<file path="config.mk">
export PLATFORM = sky130hd
export DESIGN_NAME = nibble_serial_adder_ctrl_flat
export DESIGN_NICKNAME = d
export VERILOG_FILES = /design/src/rtl/nibble_serial_adder_ctrl_if.sv /design/src/rtl/nibble_serial_adder_ctrl.sv /design/src/flat_wrapper.sv
export SDC_FILE = /design/constraint.sdc
export NUM_CORES = 1
export LEC_CHECK = 0
export CAP_MARGIN = 20
export CORE_MARGIN = 10
export CORE_UTILIZATION = 28
export CTS_CLUSTER_DIAMETER = 80
export DETAILED_ROUTE_END_ITERATION = 7
export PLACE_DENSITY = 0.55
export SKIP_LAST_GASP = 1
export SYNTH_ARGS = -nofsm -noshare
export SYNTH_HDL_FRONTEND = slang
export SYNTH_SLANG_ARGS = --single-unit
</file>
<file path="constraint.sdc">
create_clock -name clk -period 4.85 [get_ports clk]
set_clock_uncertainty 0.05 [all_clocks]
set_input_delay 0.7275 -clock clk [delete_from_list [all_inputs] [get_ports clk]]
set_output_delay 0.7275 -clock clk [all_outputs]
set_load 0.01 [all_outputs]
</file>
<file path="src/rtl/nibble_serial_adder_ctrl_if.sv">
// Request/result bundle between a controller and the nibble-serial adder sequencer.
// master issues start with operands; slave reports busy/done and the held result.
interface nibble_serial_adder_ctrl_if #(
  parameter int WIDTH = 16
);
  logic             start;
  logic             sub;
  logic [WIDTH-1:0] a;
  logic [WIDTH-1:0] b;
  logic             c_in;
  logic             busy;
  logic             done;
  logic [WIDTH-1:0] sum;
  logic             c_out;
  logic             overflow;

  modport master (
    output start, sub, a, b, c_in,
    input  busy, done, sum, c_out, overflow
  );

  modport slave (
    input  start, sub, a, b, c_in,
    output busy, done, sum, c_out, overflow
  );
endinterface

</file>
<file path="src/rtl/nibble_serial_adder_ctrl.sv">
// WIDTH-bit add/sub on one shared 4-bit ripple slice, LSB nibble first; latency NIB+1.
// No backpressure: start is only taken in IDLE/DONE, ignored (not queued) while busy.
module fulladd4 (
  input  logic [3:0] a,
  input  logic [3:0] b,
  input  logic       c_in,
  output logic [3:0] sum,
  output logic       c_out
);
  logic [4:0] c;

  assign c[0] = c_in;
  for (genvar i = 0; i < 4; i++) begin : g_bit
    assign sum[i]   = a[i] ^ b[i] ^ c[i];
    assign c[i+1]   = (a[i] & b[i]) | (c[i] & (a[i] ^ b[i]));
  end
  assign c_out = c[4];
endmodule

module nibble_serial_adder_ctrl #(
  parameter int WIDTH = 16
) (
  input logic                       clk,
  input logic                       reset,
  nibble_serial_adder_ctrl_if.slave bus
);
  localparam int NIB  = WIDTH / 4;
  localparam int IDXW = (NIB > 1) ? $clog2(NIB) : 1;

  if (WIDTH < 4 || (WIDTH % 4) != 0) begin : g_bad_width
    $error("nibble_serial_adder_ctrl: WIDTH must be a multiple of 4 and >= 4");
  end

  typedef enum logic [1:0] {IDLE, RUN, DONE} state_t;

  state_t            state_q, state_d;
  logic              accept;
  logic              last_step;
  logic [IDXW-1:0]   idx_q;
  logic              carry_q;
  logic [WIDTH-1:0]  a_q;
  logic [WIDTH-1:0]  b_q;
  logic [WIDTH-1:0]  sum_q;
  logic              c_out_q;
  logic              ovf_q;
  logic [3:0]        a_nib;
  logic [3:0]        b_nib;
  logic [3:0]        add_sum;
  logic              add_co;

  assign last_step = (idx_q == IDXW'(NIB - 1));

  always_ff @(posedge clk) begin
    if (reset) state_q <= IDLE;
    else       state_q <= state_d;
  end

  // DONE accepts a new start just like IDLE so operations can run back to back.
  always_comb begin
    state_d = state_q;
    accept  = 1'b0;
    case (state_q)
      IDLE: begin
        if (bus.start) begin
          accept  = 1'b1;
          state_d = RUN;
        end
      end
      RUN: begin
        if (last_step) state_d = DONE;
      end
      DONE: begin
        if (bus.start) begin
          accept  = 1'b1;
          state_d = RUN;
        end else begin
          state_d = IDLE;
        end
      end
      default: state_d = IDLE;
    endcase
  end

  always_comb begin
    a_nib = '0;
    b_nib = '0;
    for (int k = 0; k < NIB; k++) begin
      if (idx_q == IDXW'(k)) begin
        a_nib = a_q[4*k +: 4];
        b_nib = b_q[4*k +: 4];
      end
    end
  end

  fulladd4 u_slice (
    .a     (a_nib),
    .b     (b_nib),
    .c_in  (carry_q),
    .sum   (add_sum),
    .c_out (add_co)
  );

  // B is stored pre-inverted for subtract so the slice only ever adds.
  always_ff @(posedge clk) begin
    if (reset) begin
      idx_q   <= '0;
      carry_q <= 1'b0;
      a_q     <= '0;
      b_q     <= '0;
      sum_q   <= '0;
      c_out_q <= 1'b0;
      ovf_q   <= 1'b0;
    end else if (accept) begin
      idx_q   <= '0;
      a_q     <= bus.a;
      b_q     <= bus.sub ? ~bus.b : bus.b;
      carry_q <= bus.sub ? 1'b1 : bus.c_in;
    end else if (state_q == RUN) begin
      for (int k = 0; k < NIB; k++) begin
        if (idx_q == IDXW'(k)) sum_q[4*k +: 4] <= add_sum;
      end
      carry_q <= add_co;
      if (last_step) begin
        c_out_q <= add_co;
        ovf_q   <= (a_q[WIDTH-1] == b_q[WIDTH-1]) && (add_sum[3] != a_q[WIDTH-1]);
      end else begin
        idx_q <= idx_q + 1'b1;
      end
    end
  end

  assign bus.busy     = (state_q == RUN);
  assign bus.done     = (state_q == DONE);
  assign bus.sum      = sum_q;
  assign bus.c_out    = c_out_q;
  assign bus.overflow = ovf_q;
endmodule

</file>
<file path="src/flat_wrapper.sv">
// flat-port wrapper written by rule: the top's interface ports become plain ports
module nibble_serial_adder_ctrl_flat 
#(
  parameter int WIDTH = 16
)
  (clk, reset, bus_start, bus_sub, bus_a, bus_b, bus_c_in, bus_busy, bus_done, bus_sum, bus_c_out, bus_overflow);
  nibble_serial_adder_ctrl_if #(.WIDTH(WIDTH)) bus_i ();
  input logic clk;
  input logic reset;
  input wire logic [$bits(bus_i.start)-1:0] bus_start;
  input wire logic [$bits(bus_i.sub)-1:0] bus_sub;
  input wire logic [$bits(bus_i.a)-1:0] bus_a;
  input wire logic [$bits(bus_i.b)-1:0] bus_b;
  input wire logic [$bits(bus_i.c_in)-1:0] bus_c_in;
  output wire logic [$bits(bus_i.busy)-1:0] bus_busy;
  output wire logic [$bits(bus_i.done)-1:0] bus_done;
  output wire logic [$bits(bus_i.sum)-1:0] bus_sum;
  output wire logic [$bits(bus_i.c_out)-1:0] bus_c_out;
  output wire logic [$bits(bus_i.overflow)-1:0] bus_overflow;
  assign bus_i.start = bus_start;
  assign bus_i.sub = bus_sub;
  assign bus_i.a = bus_a;
  assign bus_i.b = bus_b;
  assign bus_i.c_in = bus_c_in;
  assign bus_busy = bus_i.busy;
  assign bus_done = bus_i.done;
  assign bus_sum = bus_i.sum;
  assign bus_c_out = bus_i.c_out;
  assign bus_overflow = bus_i.overflow;
  nibble_serial_adder_ctrl #(.WIDTH(WIDTH)) u_core (.clk(clk), .reset(reset), .bus(bus_i));
endmodule
</file>
==> results.md <==
* Status: completed
* Yosys reg bits at 55
* Crit Path Category: reg -> reg
* Row count at 34
* H-tree depth reported by CTS at 2
* Hold-fix buffers, CTS at 0
* Final Wtd Congestion at 0.780
* Cell taking the most area after synthesis: dfxtp_1
* Worst hold stages at 2
* P per Cell Area at 289 nW/um2
* # DRC at 0
* Drt total wl at 6120 um
* First-pass GRT wire length at 9870 um
* Post-layout util at 0.361
* Rel. slew slack at 0.313
* Setup crit start kind: flop
* Cell Area, Synth at 2550 um2
* Static leakage at 1.11 nW
* Initial core utilization at 0.290
* Cells after synthesis at 280
* DR vias at 1,973
* Synth top area cells: dfxtp_1 43%, a211oi_1 7.3%, nand2_1 5.4%
* Grt ovf at 0
* Synth top area share at 0.431
* Post-Place Worst Slack at 1080 ps
* Layout Cells excl Fill at 429
* Post-CTS Setup Repair Bufs at 0
* Clock transition at path regs at 90 ps
* Crit path largest cell delay at 490 ps
* Ports at 57
* Vias per inst at 4.60
* Die W at 116 um
* Crit-path slowest cell: fa_1
* Antenna diodes at 0
* HPWL after detailed placement at 4680 um
* Placed instance count at 421
* Vias in the first global route at 2,013
* Initial antenna violation count at 0
* Critical path required time at 5020 ps
* Final period utilization at 0.778
* Final min period at 3770 ps
* Largest net degree at the start of global routing at 56
* Clk root buf: clkbuf_8
* Setup TNS at 0 ps
* Num CTS Buffers at 5
* Post-cts resize count at 0
* Crit path max fanout at 10
* Vert. Die Dim at 116 um
* Buffers added on ports at 56
* Total clock sinks at 55
* Syn Area/Cell at 9.12 um2
* TritonRoute pass-1 iters at 4
* Full die area at 13,300 um2
* Layout area overhead at 24.5%
* Yosys warnings at 0
* Count of unique library cells instantiated by Yosys at 29
* Drt initial violations at 121
* NumNets Final at 365
* Seq/Total Area, Yosys at 0.431
* Max Fclk at 0.265 GHz
* WP data arrival at 3940 ps
* Post-DRT Antenna Nets at 0
* Core footprint at 8810 um2
* Final Setup Violations at 0
* Slew Viols, Final at 0
* Worst Hold Class: reg -> reg
* CTS tree: yes
* Min setup slack post-route at 1080 ps
* Power consumption at 0.919 mW
* Wire length per cell at 14.3 um
* Unrepaired setup endpoints after global routing: no
* Final hold viol count at 0
* Worst Max-Slew Pin Slew at 1030 ps
* Max Cap Viol at 0
* Share of cells above drive strength 1 at 0.0467
* Critical path endpoint category: flop
* Max Root-Sink Buffers at 2
* Worst IR Drop VDD at 0.108 mV
* Syn_nets at 325
* CP cell instances: inv_1, ha_1, nor2b_1, a221o_1, a22oi_1, fa_1, inv_1, fa_1, inv_1, fa_1, inv_1, fa_1, nand3b_1, a311oi_2
* Total track usage at 0.0916
* Reg2Reg Depth at 14
* Worst-Skew Late Latency at 310 ps
## through the flow
stage               cell area [um2]  hold WS, ps
floorplan                      2550          386
global placement               3100          397
detailed placement             3100          402
CTS                            3180          416
global route                   3180          436
finish                         3180          414
## final cells by class
| type | instances | area, um2 |
|---|---|---|
| Clock buffer | 6 | 72.6 |
| Clock inverter | 2 | 12.5 |
| Fill cell | 900 | 5620 |
| Inverter | 10 | 37.5 |
| Multi-Input combinational cell | 191 | 1260 |
| Sequential cell | 55 | 1100 |
| Tap cell | 108 | 135 |
| Timing Repair Buffer | 57 | 563 |
## state kept, by name (all words and copies together) (netlist names)
register and cells:
u_core.bus.c_out 1, u_core.bus.sum 16, u_core.state_q 2, u_core.bus.overflow 1, u_core.carry_q 1, u_core.b_q 16, u_core.a_q 16, u_core.idx_q 2
## where the power goes
part           switching, mW  internal [mW]
Clock                  0.145          0.101
Sequential            0.0182          0.478
Combinational         0.0891         0.0872
## layout by cell type (no fill, tap or decap), types with 2 or more instances in the layout
| cell | instances |
|---|---|
| clkbuf_8 | 5 |
| inv_1 | 10 |
| a211oi_1 | 25 |
| xnor2_1 | 15 |
| a21oi_1 | 20 |
| nor2b_1 | 7 |
| fa_1 | 4 |
| and3b_1 | 4 |
| a221o_1 | 4 |
| ha_1 | 4 |
| clkdlybuf4s50_1 | 55 |
| a22oi_1 | 4 |
| dfxtp_1 | 55 |
| xor2_1 | 2 |
| nor3_2 | 2 |
| a221oi_1 | 4 |
| o31ai_1 | 4 |
| mux2i_1 | 11 |
| nand2_1 | 37 |
| nor2_1 | 37 |
## per-layer routing
metal	vias up	share of wire	track usage
li1	1033	-	-
met1	890	0.49	0.121
met2	43	0.42	0.136
met3	7	0.071	0.0336
met4	0	0.011	0.0279
met5	-	0	0
## final timing paths
check / start / endpoint / slack (ps)
max: u_core.idx_q[1]$_SDFFE_PP0P_ / u_core.bus.overflow$_SDFFE_PP0P_ / 1080
min reg2reg: u_core.a_q[9]$_SDFFE_PP0P_ / u_core.a_q[9]$_SDFFE_PP0P_ / 410
max reg2reg: u_core.idx_q[1]$_SDFFE_PP0P_ / u_core.bus.overflow$_SDFFE_PP0P_ / 1080
min: u_core.a_q[9]$_SDFFE_PP0P_ / u_core.a_q[9]$_SDFFE_PP0P_ / 410
## cell usage after synthesis
library cell	instances
mux2i_1	11
buf_2	6
a221oi_1	4
clkbuf_1	6
nor3_2	2
nor2_1	37
xnor2_1	15
ha_1	4
clkbuf_2	1
a211oi_1	25
xor2_1	2
nor3b_4	1
nor3_1	1
fa_1	4
a311oi_2	1
nand2b_2	1
and2b_1	1
buf_4	6
nand3b_1	1
dfxtp_1	55
a21oi_1	20
nand2_1	37
inv_1	10
nor2b_1	8
a22oi_1	4
a221o_1	4
o31ai_1	4
buf_6	5
and3b_1	4
## kinds of logic after synthesis
group	after synthesis	share of synthesized area
and+or+nand+nor	93	0.168
AOI/OAI and AO/OA	62	0.171
DFF	55	0.431
buffers and inverters	34	0.0769
xor gates and xnor gates	17	0.0583
muxes	11	0.0431
adders and majority gates	8	0.0509
## critical path: cells and delay by family (launching register included)
| kind | cells | cell delay, ps |
|---|---|---|
| AOI/OAI and AO/OA | 3 | 580 |
| adders and majority gates | 5 | 1700 |
| DFF | 1 | 400 |
| buffers and inverters | 4 | 280 |
| and+or+nand+nor | 2 | 660 |
Power figures use the tool's default switching activity.
